<file path="config.mk">
export PLATFORM = sky130hd
export DESIGN_NAME = fmap_stream_tx_flat
export DESIGN_NICKNAME = d
export VERILOG_FILES = /design/src/rtl/fmap_stream_tx_if.sv /design/src/rtl/fmap_stream_tx.sv /design/src/flat_wrapper.sv
export SDC_FILE = /design/constraint.sdc
export NUM_CORES = 2
export LEC_CHECK = 0
export CAP_MARGIN = 20
export CORE_AREA = 2 2 537 539
export DETAILED_ROUTE_END_ITERATION = 8
export DIE_AREA = 0 0 539 541
export DONT_BUFFER_PORTS = 1
export GPL_ROUTABILITY_DRIVEN = 0
export MAX_ROUTING_LAYER = met4
export SYNTH_ARGS = -nofsm -noshare
export SYNTH_HDL_FRONTEND = slang
export SYNTH_SLANG_ARGS = --single-unit
</file>
<file path="constraint.sdc">
create_clock -name clk -period 4.28 [get_ports clk]
set_input_delay 0.642 -clock clk [delete_from_list [all_inputs] [get_ports clk]]
set_output_delay 0.642 -clock clk [all_outputs]
set_load 0.01 [all_outputs]
</file>
<file path="src/rtl/fmap_stream_tx_if.sv">
// -----------------------------------------------------------------------------
// fmap_stream_tx_if
// Bundles the frame-buffer write port, the stream control pair and the pixel
// beat stream of fmap_stream_tx.
//   master : host side (drives writes, start, hold; observes beats/status)
//   slave  : fmap_stream_tx side
// Signals:
//   wr_en, wr_addr, wr_din  pixel write into the frame buffer
//   wr_drop                 one-cycle pulse when a write is rejected
//   start, hold             stream request / issue pause
//   busy                    frame in progress
//   input_vld, input_din    pixel beat towards the pointwise conv stage
//   stream_end              pulse on the last beat of a frame
// -----------------------------------------------------------------------------
interface fmap_stream_tx_if #(
    parameter int N       = 16,
    parameter int CHANNEL = 3,
    parameter int ADDR_W  = 6
);
    logic                   wr_en;
    logic [ADDR_W-1:0]      wr_addr;
    logic [CHANNEL*N-1:0]   wr_din;
    logic                   wr_drop;
    logic                   start;
    logic                   hold;
    logic                   busy;
    logic                   input_vld;
    logic [CHANNEL*N-1:0]   input_din;
    logic                   stream_end;

    modport master (
        output wr_en, wr_addr, wr_din, start, hold,
        input  wr_drop, busy, input_vld, input_din, stream_end
    );

    modport slave (
        input  wr_en, wr_addr, wr_din, start, hold,
        output wr_drop, busy, input_vld, input_din, stream_end
    );
endinterface

</file>
<file path="src/rtl/fmap_stream_tx.sv">
// -----------------------------------------------------------------------------
// fmap_stream_tx
// Holds one SIZE x SIZE feature map (CHANNEL samples of N bits per pixel) and
// streams it, one pixel per beat in ascending address order, to the pointwise
// conv stage.
// Ports:
//   clk    rising-edge clock
//   rst_n  asynchronous active-low reset
//   bus    fmap_stream_tx_if.slave: write port, start/hold, beat stream,
//          busy, stream_end, wr_drop
// Writes are only accepted while idle so a frame is never modified mid-stream.
// -----------------------------------------------------------------------------
module fmap_stream_tx #(
    parameter int N       = 16,
    parameter int CHANNEL = 3,
    parameter int SIZE    = 6,
    parameter int ADDR_W  = 6
) (
    input  logic            clk,
    input  logic            rst_n,
    fmap_stream_tx_if.slave bus
);
    localparam int DEPTH = SIZE * SIZE;
    localparam int W     = CHANNEL * N;
    localparam logic [ADDR_W:0]   DEPTH_W   = (ADDR_W + 1)'(DEPTH);
    localparam logic [ADDR_W-1:0] LAST_ADDR = ADDR_W'(DEPTH - 1);

    typedef enum logic [1:0] {
        IDLE,
        ISSUE,
        DRAIN
    } state_t;

    state_t            state, state_d;
    logic [ADDR_W-1:0] rd_addr, rd_addr_d;
    logic              issue;
    logic              last_issue;
    logic              wr_ok;

    logic [W-1:0]      mem [DEPTH];

    logic              vld_q;
    logic              end_q;
    logic              drop_q;
    logic [W-1:0]      dout_q;

    // Writes land only while idle and in range; the start cycle is still idle,
    // so a write paired with start is stored before address 0 is read.
    assign wr_ok = bus.wr_en && (state == IDLE) && ({1'b0, bus.wr_addr} < DEPTH_W);

    always_comb begin
        state_d    = state;
        rd_addr_d  = rd_addr;
        issue      = 1'b0;
        last_issue = 1'b0;
        unique case (state)
            IDLE: begin
                if (bus.start) begin
                    state_d   = ISSUE;
                    rd_addr_d = '0;
                end
            end
            ISSUE: begin
                if (!bus.hold) begin
                    issue     = 1'b1;
                    rd_addr_d = rd_addr + ADDR_W'(1);
                    if (rd_addr == LAST_ADDR) begin
                        last_issue = 1'b1;
                        state_d    = DRAIN;
                    end
                end
            end
            // DRAIN is the cycle the final beat is on the output.
            DRAIN:   state_d = IDLE;
            default: state_d = IDLE;
        endcase
    end

    always_ff @(posedge clk or negedge rst_n) begin
        if (!rst_n) begin
            state   <= IDLE;
            rd_addr <= '0;
            vld_q   <= 1'b0;
            end_q   <= 1'b0;
            drop_q  <= 1'b0;
            dout_q  <= '0;
        end else begin
            state   <= state_d;
            rd_addr <= rd_addr_d;
            vld_q   <= issue;
            end_q   <= last_issue;
            drop_q  <= bus.wr_en && !wr_ok;
            // Output word only changes on an issued read, so it holds otherwise.
            if (issue) begin
                dout_q <= mem[rd_addr];
            end
        end
    end

    // Frame buffer storage is deliberately not reset.
    always_ff @(posedge clk) begin
        if (wr_ok) begin
            mem[bus.wr_addr] <= bus.wr_din;
        end
    end

    assign bus.busy       = (state != IDLE);
    assign bus.input_vld  = vld_q;
    assign bus.input_din  = dout_q;
    assign bus.stream_end = end_q;
    assign bus.wr_drop    = drop_q;

endmodule

</file>
<file path="src/flat_wrapper.sv">
// flat-port wrapper written by rule: the top's interface ports become plain ports
module fmap_stream_tx_flat 
#(
    parameter int N       = 16,
    parameter int CHANNEL = 3,
    parameter int SIZE    = 6,
    parameter int ADDR_W  = 6
)
  (clk, rst_n, bus_wr_en, bus_wr_addr, bus_wr_din, bus_start, bus_hold, bus_wr_drop, bus_busy, bus_input_vld, bus_input_din, bus_stream_end);
  fmap_stream_tx_if #(.N(N), .CHANNEL(CHANNEL), .ADDR_W(ADDR_W)) bus_i ();
  input  logic clk;
  input  logic rst_n;
  input wire logic [$bits(bus_i.wr_en)-1:0] bus_wr_en;
  input wire logic [$bits(bus_i.wr_addr)-1:0] bus_wr_addr;
  input wire logic [$bits(bus_i.wr_din)-1:0] bus_wr_din;
  input wire logic [$bits(bus_i.start)-1:0] bus_start;
  input wire logic [$bits(bus_i.hold)-1:0] bus_hold;
  output wire logic [$bits(bus_i.wr_drop)-1:0] bus_wr_drop;
  output wire logic [$bits(bus_i.busy)-1:0] bus_busy;
  output wire logic [$bits(bus_i.input_vld)-1:0] bus_input_vld;
  output wire logic [$bits(bus_i.input_din)-1:0] bus_input_din;
  output wire logic [$bits(bus_i.stream_end)-1:0] bus_stream_end;
  assign bus_i.wr_en = bus_wr_en;
  assign bus_i.wr_addr = bus_wr_addr;
  assign bus_i.wr_din = bus_wr_din;
  assign bus_i.start = bus_start;
  assign bus_i.hold = bus_hold;
  assign bus_wr_drop = bus_i.wr_drop;
  assign bus_busy = bus_i.busy;
  assign bus_input_vld = bus_i.input_vld;
  assign bus_input_din = bus_i.input_din;
  assign bus_stream_end = bus_i.stream_end;
  fmap_stream_tx #(.N(N), .CHANNEL(CHANNEL), .SIZE(SIZE), .ADDR_W(ADDR_W)) u_core (.clk(clk), .rst_n(rst_n), .bus(bus_i));
endmodule
</file>
# Yosys cells after proc, flatten, opt, wreduce, memory -nomap -nowiden
# Memories as Yosys holds them, arrays and structs flattened. A register that Yosys moved wholly into a read port is not among the register bits.
# Cells that the tools add are included.
# Widths: inputs -> output; s select.
dict set report word_totals {
  register_bits 11
  ram_bits 1728
  in_bits 59
  output_inout_bits 52
  n_memories 1
}
# name words width read_ports rd_clocked_by_memory_dff write_ports line
set memory_table {}
lappend memory_table {u_core.mem 36 48 1 1 1 fmap_stream_tx.sv:40} ;# logic [W-1:0] mem [DEPTH];
dict set report op_classes {
  addsub 1
  magnitude_cmp 1
  eq_ne 5
  mux 14
  n_reduce_logical 10
}
# op n
set ops {}
lappend ops {{$mux 6} 2}
lappend ops {{$pmux 6 s2} 1}
lappend ops {{$mux 1} 7}
lappend ops {{$add 6x1->6 const B} 1}
lappend ops {{$eq 6x6->1 const B} 1}
lappend ops {{$lt 6x6->1 const B} 1}
lappend ops {{$mux 2} 3}
lappend ops {{$reduce_and 3->1} 2}
lappend ops {{$ne 2x2->1 const B} 2}
lappend ops {{$pmux 2 s2} 1}
lappend ops {{$reduce_bool 2->1} 2}
lappend ops {{$logic_and 1x1->1} 3}
lappend ops {{$eq 2x1->1 const B} 1}
lappend ops {{$logic_not 1->1} 2}
lappend ops {{$logic_not 2->1} 1}
lappend ops {{$ne 2x1->1 const B} 1}

# Logic depth before layout (Yosys ltp)
dict set report depth {
  ltp_word 5
  mapped_depth 10
  depth_no_buf 6
}

# Worst setup path after synthesis
# No wires, ideal clock.
dict set report synth_path {
  path_type {input -> register}
  start {in bus_wr_addr[2]}
  end {mem u_core.mem[28][0] in the netlist's numbering, enable pin}
  t_arrival_ns 3.481
  t_required_ns 3.826
  setup_slack_ns 0.346
  stages 4
  path_buffers 0
  path_cell_list {o31a_1 > nor3_1 > nand4b_1 > nor2_1}
}
dict set report synth_between {
  elab_chain_len 4
}
# element line
set synth_rtl {}
lappend synth_rtl {{start, declared} flat_wrapper.sv:14} ;# input wire logic [$bits(bus_i.wr_addr)-1:0] bus_wr_addr;
lappend synth_rtl {{$lt 6x6->1} fmap_stream_tx.sv:49} ;# assign wr_ok = bus.wr_en && (state == IDLE) && ({1'b0, bus.wr_addr} < DEPTH_W);
lappend synth_rtl {{$logic_and 1x1->1} fmap_stream_tx.sv:49}
lappend synth_rtl {{$mux 1} fmap_stream_tx.sv:102} ;# if (wr_ok) begin
lappend synth_rtl {{$mux 1 (implied by the code)} fmap_stream_tx.sv:103} ;# mem[bus.wr_addr] <= bus.wr_din;
lappend synth_rtl {{end, declared} fmap_stream_tx.sv:40}
# Parallel ways exist; a longest one is shown, timed or not.

# Final worst setup path
dict set report layout_path {
  start {reg u_core.state[0]}
  end {mem u_core.mem[29][25] in the netlist's numbering, enable pin}
}
dict set report layout_between {
  elab_chain_len 5
}
# element line
set layout_rtl {}
lappend layout_rtl {{start, declared} fmap_stream_tx.sv:34} ;# state_t state, state_d;
lappend layout_rtl {{start signal, assigned} fmap_stream_tx.sv:88} ;# state <= state_d;
lappend layout_rtl {{$logic_not 2->1} fmap_stream_tx.sv:49}
lappend layout_rtl {{$logic_and 1x1->1 (2 in a row)} fmap_stream_tx.sv:49}
lappend layout_rtl {{$mux 1} fmap_stream_tx.sv:102}
lappend layout_rtl {{$mux 1 (implied by the code)} fmap_stream_tx.sv:103}
# No other way between the ends.

==> results by group <==
Setup path
  – Setup crit end kind: flip-flop
  – Crit path launch type: flip-flop
  – Max stage delay cell, worst path: nor2_4
  – Critical-path cell list: or2_2 -> nor3_1 -> nand4_1 -> nor2_4 -> buf_12
  – Reg2reg setup slack: 0.90 ns
  – Critical path type: reg -> reg
  – CP max FO: 14
  – RR Startpoint: u_core.state[0]
  – Worst path buffer plus inverter count: 1
  – Crit path required time: 4.77 ns
  – RR Endpoint: u_core.mem[29][25]
  – Worst path max stage delay: 0.82 ns
  – Critical path arrival: between 3 and 4 ns
  – CP delay by family, top: simple AND/OR/NAND/NOR gates
  – R2R cell count: 5

Drt
  – ANT nets after route: 0
  – Detailed Routing Iterations Pass 1: 5
  – DRC: 0
  – Routed WL: ~180 mm
  – Routed wire per std cell: 24.8 µm
  – Vias: around 32000
  – Vias per Instance: around 4.5
  – Iter 0 DRT Violations: 3186

Power and ir drop
  – Static leakage: 24.4 nW
  – Power per Cell Area: 534 nW/µm²
  – Peak supply drop: approximately 460 µV

Synthesis
  – Syn Nets: 3132
  – Cells after Synth: 3072
  – Top FF cell, synth: edfxtp_1
  – Top-count cell post-synth: edfxtp_1
  – Yosys top cell by area: edfxtp_1
  – Fraction of registers with async set/reset: 3.30%
  – Synth Cell Area: between 60000 and 70000 µm²
  – Commonest cells post-synth: edfxtp_1, mux4_2, mux2i_1
  – Synth unique cells: 64
  – Total of warnings raised by yosys: 0
  – Seq/Total Area, Yosys: 78.2%
  – #FFs+latches synth: 1787
  – EDFF count, synth: about 1700
  – Mean Syn Cell Area: 22.2 µm²
  – Post-synth top area share: 76.1%
  – Main area contributors after synthesis: edfxtp_1, mux4_2, mux2i_1

Floorplanning
  – Die area: 292000 µm²
  – Core footprint: 286000 µm²
  – Num ports: 111
  – Height of the die: 541 µm
  – Initial Util: between 20% and 30%
  – Die width: 539 µm
  – # rows: 197

Finish
  – Area Growth Syn to Fin: 17.1%
  – Design area: 79900 µm²
  – Share of layout cells above drive strength 1: 25.4%
  – Fin nets: 3307

Placed design
  – IO buf count: 0
  – Place WS: 0.766 ns
  – HPWL after detailed placement: around 100 mm
  – Placed instance area: 73500 µm²

Timing
  – Setup violators final: 0
  – Hold Vio Cnt, Final: 0
  – Pin slew with the least headroom to its limit: ~1.1 ns
  – Fmax: 295 MHz
  – Setup total negative slack: 0 ns
  – Unrepaired setup endpoints after global routing: no
  – Slew headroom: between 20% and 30%
  – Max Transition Viols Final: 0
  – Fin Clk Skew: 0.0261 ns
  – Slack of the critical path: 0.896 ns
  – Period Utilization, post-route: 79.1%
  – Min Clock Period, post-route: 3.38 ns

Hold path
  – WHS Path Cells: 1
  – Hold wc startpoint: bus_wr_din[2]
  – Hold EP: u_core.mem[7][2]
  – Hold Path Class: in -> reg

Clock tree
  – H-tree depth: 4
  – Inserted Clock Buffers: 170
  – Clk pin slew, worst setup/hold paths: 0.07 ns
  – CTS tree: done
  – Clock latency on the worst-skew pair: 0.81 ns
  – Clk root buf: clkbuf_16
  – Clk sinks: 1787
  – Clk buf depth: 3

Global route
  – Largest net degree at the start of global routing: 94
  – Met2 usage: 20.3%
  – Initial antenna violation count: 2
  – Busiest grt layer: met2
  – Met1 usage: roughly 15%
  – Vias in the first global route: 33100
  – Total Routing Usage GR: 12.2%
  – Gr ovfl total: 0
  – First-pass GRT wire length: 250 mm
  – Met3 usage: 2.84%

Flow run
  – Max-Cap Viols: 0

Status
  – Outcome: completed
==> stage by stage <==
step	instances	hold WS [ns]	utilization, %	total power, mW
after floorplan	3072	0.346	-	25.4
after CTS	7164	0.0634	27.9	43.1
final	7166	0.128	27.9	42.6
after global routing	7165	0.122	27.9	44.1
after global placement	6803	0.362	25.7	28.1
after detailed placement	6803	0.365	25.7	28.1
==> final cells by class <==
type,instances,area (µm²)
fill,28000,207000
sequential,1787,53400
multi-input combinational,1113,14000
tap,3781,4730
clock buffer,222,4530
timing repair buffer,173,2420
clock inverter,86,842
inverter,2,7.51
antenna,2,5.00
==> per-layer routing <==
metal	part of all wire, %	wire length (µm)
met1	39	69800
met5	0	0
met4	3.1	5520
met3	7.6	13400
met2	50	88900
==> worst reg2reg max path: stages (launching register included) <==
cell and delay (ns):
dfrtp_1 0.41, or2_2 0.40, nor3_1 0.66, nand4_1 0.51
nor2_4 0.82, buf_12 0.26
==> report_power, final <==
part	switching, mW	leakage, nW	internal (mW)
Combinational	4.31	5.58	3.27
Sequential	0.937	16.2	19.4
Clock	6.47	2.61	8.22
Total	11.7	24.4	30.9
==> state kept, by name (all words and copies together), names as in the netlist <==
signal / count
u_core.mem: 1728
u_core.rd_addr: 6
u_core.bus.input_din: 48
u_core.state: 2
u_core.bus.input_vld: 1
u_core.bus.wr_drop: 1
u_core.bus.stream_end: 1
==> cell usage in the layout (no fill, tap or decap), types with 5 or more instances in the layout <==
| cell type | instances |
|---|---|
| nand3_1 | 5 |
| buf_4 | 81 |
| nor4_1 | 14 |
| o31ai_1 | 7 |
| mux2_2 | 44 |
| nor4_2 | 6 |
| mux2_1 | 18 |
| bufinv_16 | 12 |
| a22oi_1 | 31 |
| nor2_4 | 36 |
| clkinv_1 | 23 |
| clkbuf_8 | 8 |
| o21a_1 | 5 |
| edfxtp_1 | 1728 |
| a22o_1 | 24 |
| nor2_1 | 55 |
| clkbuf_1 | 44 |
| nor3_2 | 10 |
| clkbuf_16 | 170 |
| a211oi_1 | 34 |
| nor3_1 | 32 |
| mux4_2 | 336 |
| buf_12 | 87 |
| o22ai_1 | 100 |
| o221ai_1 | 15 |
| a221oi_1 | 25 |
| a221o_1 | 7 |
| clkinv_2 | 28 |
| nand2_1 | 27 |
| clkinvlp_4 | 7 |
| dfrtp_1 | 54 |
| mux2i_1 | 223 |
| inv_6 | 10 |
==> how the worst max path moves through the flow <==
| stage | start | endpoint | slack (ns) | cells past startpoint |
|---|---|---|---|---|
| global route | u_core.state[0] | u_core.mem[29][25] | 0.86 | 5 |
| floorplan | bus_wr_addr[2] | u_core.mem[28][0] | 0.35 | 4 |
| finish | u_core.state[0] | u_core.mem[29][25] | 0.90 | 5 |
| detailed placement | bus_wr_addr[2] | u_core.mem[29][46] | 0.77 | 5 |
| CTS | u_core.state[0] | u_core.mem[29][25] | 0.90 | 5 |
| global placement | bus_wr_addr[2] | u_core.mem[29][17] | 0.68 | 5 |
==> logic make-up (layout without fill, tap and decap cells) <==
kind of cell             Yosys count  count (layout)  share of synthesized area [%]
AO/OA/AOI/OAI                    265             265                           2.91
XOR/XNOR                           4               4                         0.0514
adder cells (fa/ha/maj)            1               1                         0.0183
buffers and inverters            172             483                           1.70
flip-flops                      1787            1787                           78.2
multiplexers                     621             621                           15.4
other                              0               2                              0
AND/OR/NAND/NOR                  222             222                           1.69
==> what timing repair did <==
action,in CTS,in global routing
hold endpoints to repair,1791,0
setup endpoints to repair,0,0
resized for setup,0,0
hold buffers,53,0
setup buffers,0,0
Power figures use the tool's default switching activity.
